$ cat src/rtl/serial_pkg.sv
// -----------------------------------------------------------------------------
// serial_pkg
// Shared definitions for the serial word link (receiver and transmitter).
//   rx_state_t : receiver FSM states (IDLE, RECV).
//   cnt_width  : width of a bit counter able to hold 0..w-1 with headroom,
//                i.e. $clog2(w)+1.
// -----------------------------------------------------------------------------
package serial_pkg;

    typedef enum logic {
        IDLE = 1'b0,
        RECV = 1'b1
    } rx_state_t;

    function automatic int cnt_width(input int w);
        return $clog2(w) + 1;
    endfunction

endpackage

$ cat src/rtl/sipo_hold_reg.sv
// -----------------------------------------------------------------------------
// sipo_hold_reg
// One-entry valid/ready holding register for the serial receiver. A completed
// word is loaded when the slot is empty or is being emptied in the same cycle.
// Otherwise the new word is dropped, the held word is kept, and overrun pulses.
//
// Ports:
//   clk        in   rising-edge clock
//   rst        in   synchronous active-high reset
//   load       in   one-cycle strobe: load_data holds a completed word
//   load_data  in   completed word
//   data_out   out  held word; keeps its last value when valid_out=0
//   valid_out  out  data_out holds an unconsumed word
//   ready_in   in   consumer takes data_out when valid_out & ready_in
//   overrun    out  registered one-cycle pulse: completed word was dropped
// -----------------------------------------------------------------------------
module sipo_hold_reg
#(
    parameter int DATA_WIDTH = 8
)
(
    input  logic                  clk,
    input  logic                  rst,
    input  logic                  load,
    input  logic [DATA_WIDTH-1:0] load_data,
    output logic [DATA_WIDTH-1:0] data_out,
    output logic                  valid_out,
    input  logic                  ready_in,
    output logic                  overrun
);

    always_ff @(posedge clk) begin
        if (rst) begin
            // NOTE: data_out is a single datapath register, not a memory, and
            // its reset value is visible on the port, so it is reset too.
            data_out  <= '0;
            valid_out <= 1'b0;
            overrun   <= 1'b0;
        end else begin
            overrun <= 1'b0;
            if (load) begin
                // Slot is free now, or the consumer empties it on this edge.
                if (!valid_out || ready_in) begin
                    data_out  <= load_data;
                    valid_out <= 1'b1;
                end else begin
                    overrun <= 1'b1;
                end
            end else if (valid_out && ready_in) begin
                valid_out <= 1'b0;
            end
        end
    end

endmodule

$ cat src/rtl/sipo_rx.sv
// -----------------------------------------------------------------------------
// sipo_rx
// Serial-in, parallel-out receiver. Samples serial_in on every serial_valid
// cycle, assembles DATA_WIDTH-bit frames (LSB-first unless MSB_FIRST=1) and
// hands each completed word to a one-entry valid/ready holding register.
// A frame that loses serial_valid before its last bit is discarded and
// flagged with frame_err. Reception never stalls: backpressure only causes
// overrun.
//
// Parameters:
//   DATA_WIDTH  bits per word (>= 2)
//   MSB_FIRST   0: first serial bit is word bit 0; 1: word bit DATA_WIDTH-1
//
// Ports:
//   clk           in   rising-edge clock
//   rst           in   synchronous active-high reset
//   serial_in     in   serial data, sampled only when serial_valid=1
//   serial_valid  in   high for every cycle carrying a frame bit
//   data_out      out  received word, stable while valid_out=1
//   valid_out     out  data_out holds an unconsumed word
//   ready_in      in   consumer accepts data_out when valid_out & ready_in
//   busy          out  frame reception in progress (state RECV)
//   frame_err     out  one-cycle pulse: frame ended before DATA_WIDTH bits
//   overrun       out  one-cycle pulse: completed word dropped (slot full)
// -----------------------------------------------------------------------------
module sipo_rx
    import serial_pkg::*;
#(
    parameter int DATA_WIDTH = 8,
    parameter bit MSB_FIRST  = 1'b0
)
(
    input  logic                  clk,
    input  logic                  rst,
    input  logic                  serial_in,
    input  logic                  serial_valid,
    output logic [DATA_WIDTH-1:0] data_out,
    output logic                  valid_out,
    input  logic                  ready_in,
    output logic                  busy,
    output logic                  frame_err,
    output logic                  overrun
);

    localparam int               CNT_W    = cnt_width(DATA_WIDTH);
    localparam logic [CNT_W-1:0] LAST_CNT = CNT_W'(DATA_WIDTH - 1);

    rx_state_t             state;
    logic [CNT_W-1:0]      bit_cnt;
    logic [DATA_WIDTH-1:0] shift_reg;
    logic [DATA_WIDTH-1:0] shift_nxt;
    logic                  word_done;

    // Insert the new bit at the end opposite to the shift direction, so the
    // first bit ends up at bit 0 (LSB-first) or bit DATA_WIDTH-1 (MSB-first)
    // after exactly DATA_WIDTH shifts, with no final realignment.
    always_comb begin
        // NOTE: shift_nxt is assigned on every path, so no latch is inferred.
        shift_nxt = shift_reg;
        if (MSB_FIRST) begin
            shift_nxt = {shift_reg[DATA_WIDTH-2:0], serial_in};
        end else begin
            shift_nxt = {serial_in, shift_reg[DATA_WIDTH-1:1]};
        end
    end

    // word_done marks the cycle in which shift_reg holds a complete word. The
    // holding register samples shift_reg on the following edge, which is also
    // the edge that may shift in the first bit of a back-to-back frame; the
    // old (complete) value is what it sees.
    always_ff @(posedge clk) begin
        if (rst) begin
            // NOTE: sequential state uses non-blocking assignments only, so
            // every register samples the pre-edge values of its inputs.
            state     <= IDLE;
            bit_cnt   <= '0;
            shift_reg <= '0;
            word_done <= 1'b0;
            frame_err <= 1'b0;
        end else begin
            word_done <= 1'b0;
            frame_err <= 1'b0;
            case (state)
                IDLE: begin
                    if (serial_valid) begin
                        shift_reg <= shift_nxt;
                        bit_cnt   <= CNT_W'(1);
                        state     <= RECV;
                    end
                end
                RECV: begin
                    if (serial_valid) begin
                        shift_reg <= shift_nxt;
                        if (bit_cnt == LAST_CNT) begin
                            bit_cnt   <= '0;
                            word_done <= 1'b1;
                            state     <= IDLE;
                        end else begin
                            bit_cnt <= bit_cnt + CNT_W'(1);
                        end
                    end else begin
                        // Short frame: the partial word is simply abandoned.
                        frame_err <= 1'b1;
                        bit_cnt   <= '0;
                        state     <= IDLE;
                    end
                end
                default: begin
                    state   <= IDLE;
                    bit_cnt <= '0;
                end
            endcase
        end
    end

    assign busy = (state == RECV);

    sipo_hold_reg #(
        .DATA_WIDTH (DATA_WIDTH)
    ) u_hold (
        .clk       (clk),
        .rst       (rst),
        .load      (word_done),
        .load_data (shift_reg),
        .data_out  (data_out),
        .valid_out (valid_out),
        .ready_in  (ready_in),
        .overrun   (overrun)
    );

endmodule

$ cat config.mk
export PLATFORM = sky130hd
export DESIGN_NAME = sipo_rx
export DESIGN_NICKNAME = d
export VERILOG_FILES = /design/src/rtl/serial_pkg.sv /design/src/rtl/sipo_hold_reg.sv /design/src/rtl/sipo_rx.sv
export SDC_FILE = /design/constraint.sdc
export NUM_CORES = 1
export LEC_CHECK = 0
export BUFFER_PORTS_ARGS = -buffer_cell sky130_fd_sc_hd__buf_2
export CORE_MARGIN = 3
export CORE_UTILIZATION = 32
export CTS_CLUSTER_DIAMETER = 200
export CTS_CLUSTER_SIZE = 20
export DETAILED_ROUTE_END_ITERATION = 10
export GPL_TIMING_DRIVEN = 0
export SYNTH_ARGS = -nofsm -noshare
export SYNTH_HDL_FRONTEND = slang
export SYNTH_SLANG_ARGS = --single-unit
$ cat constraint.sdc
create_clock -name clk -period 3.07 [get_ports clk]
set_clock_uncertainty 0.1 [all_clocks]
set_input_delay 0.307 -clock clk [delete_from_list [all_inputs] [get_ports clk]]
set_output_delay 0.307 -clock clk [all_outputs]
set_load 0.01 [all_outputs]
# == After elaboration in Yosys (flattened, before gate mapping) ==
# Index checks and enable logic that the tools add are counted.
# Widths: inputs -> output; s select.
# totals
register_bits,25
input_bits,5
output_inout_bits,12
wordCells,39
# classes
n_addsub,1
eq_ne,3
muxes,15
n_bitwise,3
n_reduce_logical,9
# op_table
cell,n
$mux 4,3
$mux 1,9
$mux 8,1
$pmux 4 s2,1
$add 4x1->4 const B,1
$eq 4x3->1 const B,1
$reduce_and 2->1,2
$reduce_or 2->1,2
$not 1->1,3
$reduce_or 3->1,1
$ne 2x1->1 const B,1
$ne 2x2->1 const B,1
$pmux 1 s2,1
$reduce_bool 2->1,1
$logic_and 1x1->1,1
$logic_not 1->1,1
$logic_or 1x1->1,1

# == Logic depth before layout (Yosys ltp) ==
# logic_depth
word_depth,4
ltp_mapped,4
depth_no_buf,4

# == Hierarchy ==
# A second synthesis with hierarchy kept.
# unflattened
hier_cells,99
area_unflattened_um2,1006.0
# modules_own_cells
mod,instances,cells_per_inst,area_per_inst_um2,seq_area_each_um2
sipo_rx,1,58,569.3,300.3
sipo_hold_reg,1,41,436.7,200.2

# == Worst setup path after synthesis ==
# Ideal clock, no wire load.
# synth_path
kind,reg2reg
start,register state (netlist: busy)
end,register bit_cnt[3]
setup_time_ps,101
arrival_ps,1026
required_ps,2869
path_slack_ps,1843
path_stages_with_launch,4
path_buffers,1
period_less_slack_ps,1227
path_cell_list,dfxtp_1 > buf_2 > or4b_1 > o41ai_1
# synth_via
elab_chain_cells,2
elab_cells_between_ends,3
classes_between,eq/ne: 1; mux: 1; bitwise: 1
# synth_lines
element,line_no,rtl
"start, declared",sipo_rx.sv:48,rx_state_t state;
"start signal, assigned",sipo_rx.sv:75,state <= IDLE;
"start signal, assigned",sipo_rx.sv:88,state <= RECV;
"start signal, assigned",sipo_rx.sv:97,state <= IDLE;
$not 1->1 (no line),n/a,
$pmux 4 s2 or $ne 2x2->1 (tied branches),n/a,
"end signal, assigned",sipo_rx.sv:99,bit_cnt <= bit_cnt + CNT_W'(1);
"end, declared",sipo_rx.sv:49,logic [CNT_W-1:0] bit_cnt;
# Several ways; a longest one is shown, not always the timed one.
# A chain may end at the register's enable or synchronous reset.

# == Worst setup path in the final report ==
# Same ends and word-level chain as after synthesis.

==> summary.txt <==
Global routing
  • Initial antenna violation count: 0
  • First-pass GRT wire length: around 2900 µm
  • GRT overflow: 0
  • Vias in the first global route: just under 700
  • Largest net degree at the start of global routing: 15
  • GR Util All Layers: 0.103

Setup path
  • Crit Path Class: register to register
  • RR Startpoint: busy
  • CP Capture Type: register
  • Launching element type of the critical path: register
  • Reg2Reg Depth: 3
  • R2r setup slk: roughly 1800 ps
  • Critical Path Fanout Max: 10
  • Crit path launch: busy
  • Arr. time, crit path: ~1400 ps
  • FF-to-FF End: bit_cnt[3]
  • Required @ worst endpoint: around 3200 ps

STA
  • Max Freq: a little under 0.8 GHz
  • Unrepaired setup endpoints after global routing: false
  • WHS: around 140 ps
  • Setup TNS: 0 ps
  • Hold Vio Cnt, Final: 0
  • Final setup viols: 0
  • Actual slew at the worst max-slew pin: roughly 450 ps
  • Min Tclk post-route: approximately 1300 ps
  • Final setup margin: around 1800 ps
  • Period utilization: 0.424
  • Max-slew violations: 0
  • Slew headroom: 0.697

Finish
  • ANT cells: 0
  • Fraction of layout cells with a size suffix above 1: 0.185
  • Nets: roughly 130
  • Non-filler instance count after layout: 150
  • Layout area overhead: 14.4%

Clock network
  • H-tree Lvls: 1
  • Hold buffers post-CTS: 0
  • CTS Root Cell: clkbuf_4
  • CTS tree: done
  • Cts bufs inserted: 3
  • Reg clk slew, reported paths: roughly 130 ps
  • Post_cts resized: 0
  • Post-CTS Setup Bufs: 0
  • Clk_lat worst skew: just over 300 ps
  • Sink Count: 25
  • CTS Buffer Depth: 2

Hold path
  • Cells on Worst Hold Path: 3
  • Worst hold endpoint: shift_reg[7]
  • Hold path start: serial_in
  • Worst Hold Class: primary input to register

Power
  • Switching part of the total: 0.225
  • Leak Pwr: 0.447 nW
  • Combinational Power Share: 0.052
  • Maximum VDD drop: between 0.0002 and 0.00025 V
  • Internal power: approximately 390 µW
  • Register share of total power: 0.661
  • Clock power share: 0.286
  • Pwr dens: 463 nW/µm²
  • Psw: 113 µW
  • Total power: ~500 µW

Die
  • Die width: between 60 and 70 µm
  • Core area: between 2000 and 3000 µm²
  • FP Rows: 19
  • DIE AREA: 3640 µm²
  • Starting density of the core: 0.340
  • Io pins: 17
  • Die Y: around 60 µm

Yosys
  • Avg Cell Area, Syn: roughly 9.4 µm²
  • Yosys warnings: 0
  • Synthesized area: between 900 and 1000 µm²
  • Flops & latches, synth: 25
  • Post-synthesis cell count: between 100 and 150
  • Synth unique cells: 23
  • Sequential area share after synthesis: 0.529
  • Post-synthesis net count: 107

Drt
  • Wirelength, routed: 1690 µm
  • Via/cell ratio: between 5 and 6
  • Routed Antenna Nets: 0
  • DRT Pass-1 Iters: 4
  • DR iter-0 viols: 27
  • DRC: 0
  • Post-DR wirelength/cell: 11.2 µm
  • Via count: 757

Placement
  • Placed Cells incl. Taps: 146
  • DP HPWL: around 1200 µm
  • # port buffers: 14
  • Gp weighted congestion: 0.807
  • Place WS: ~1800 ps

Flow run
  • Max-cap violations: 0

Status
  • Status: complete, no violations
==> cell usage in the layout (no fill, tap or decap) <==
master and count:
inv_1 1, nor3_1 2, nand2b_1 2, o41ai_1 1, nor2_1 11, ha_1 1
nor3b_1 1, or4b_1 1, o21a_1 1, nor2b_1 1, buf_6 1, mux2i_1 8
dfxtp_1 25, and3b_1 2, nand4b_1 1, clkinv_2 1, buf_4 1, clkbuf_4 3
nand2_1 3, nand3_1 10, xor2_1 1, a21oi_1 12, buf_2 16, o21ai_0 9
clkbuf_1 4
==> synthesized netlist by cell type <==
master / n / area (µm²)
nor2_1: 11 / 41.3
nor3_1: 2 / 10.0
nor3b_1: 1 / 7.51
nor2b_1: 1 / 6.26
nand2b_1: 2 / 12.5
inv_1: 1 / 3.75
clkbuf_1: 4 / 15.0
a21oi_1: 12 / 60.1
nand2_1: 3 / 11.3
dfxtp_1: 25 / 500
buf_4: 1 / 7.51
nand3_1: 10 / 50.1
or4b_1: 1 / 10.0
ha_1: 1 / 12.5
o21ai_0: 9 / 45.0
nand4b_1: 1 / 8.76
o21a_1: 1 / 7.51
and3b_1: 2 / 17.5
buf_2: 2 / 10.0
xor2_1: 1 / 8.76
o41ai_1: 1 / 8.76
mux2i_1: 8 / 80.1
buf_6: 1 / 11.3
==> metrics by stage <==
step | area, µm² | util
floorplan | 946 | -
global placement | 1050 | 0.379
detailed placement | 1050 | 0.379
CTS | 1080 | 0.389
global route | 1080 | 0.389
finish | 1080 | 0.389
==> critical path, stage by stage, from the launching register on <==
cell and delay [ps]:
dfxtp_1 330, buf_2 170, or4b_1 510, o41ai_1 90
==> layout make-up <==
class	count	area (µm²)
fillers	291	1700
well taps	31	38.8
inverters	1	3.75
clock inverters	1	5.00
flip-flops and latches	25	500
plain buffers	8	43.8
multi-input cells	67	398
repair buffers	14	70.1
clock buffers	3	22.5
==> kinds of logic (layout without fill, tap and decap cells) <==
group                    count (synthesis)  after routing  share of synthesized area
AO/OA/AOI/OAI                           23             23                      0.128
XOR/XNOR                                 1              1                    0.00926
adder cells (fa/ha/maj)                  1              1                     0.0132
buffers and inverters                    9             27                     0.0503
flip-flops                              25             25                      0.529
multiplexers                             8              8                     0.0847
AND/OR/NAND/NOR                         34             34                      0.185
==> per-layer routing <==
metal,track usage,up-vias,part of all wire
met4,0.0475,0,0.014
met2,0.182,16,0.51
met5,0,-,0
li1,-,387,-
met1,0.126,352,0.45
met3,0.00638,2,0.023
==> how the worst max path moves through the flow <==
stage                                     to
after floorplan                   bit_cnt[3]
after global placement    u_hold.data_out[7]
after detailed placement  u_hold.data_out[5]
after CTS                         bit_cnt[3]
after global routing      u_hold.data_out[1]
final                             bit_cnt[3]
==> power by group through the flow <==
stage	registers, mW	logic [mW]	clock network, mW
after floorplan	0.338	0.0196	0
after global placement	0.338	0.0261	0
after detailed placement	0.338	0.0265	0
after CTS	0.331	0.0267	0.148
after global routing	0.332	0.0295	0.160
final	0.331	0.0262	0.143
Power figures use the tool's default switching activity.
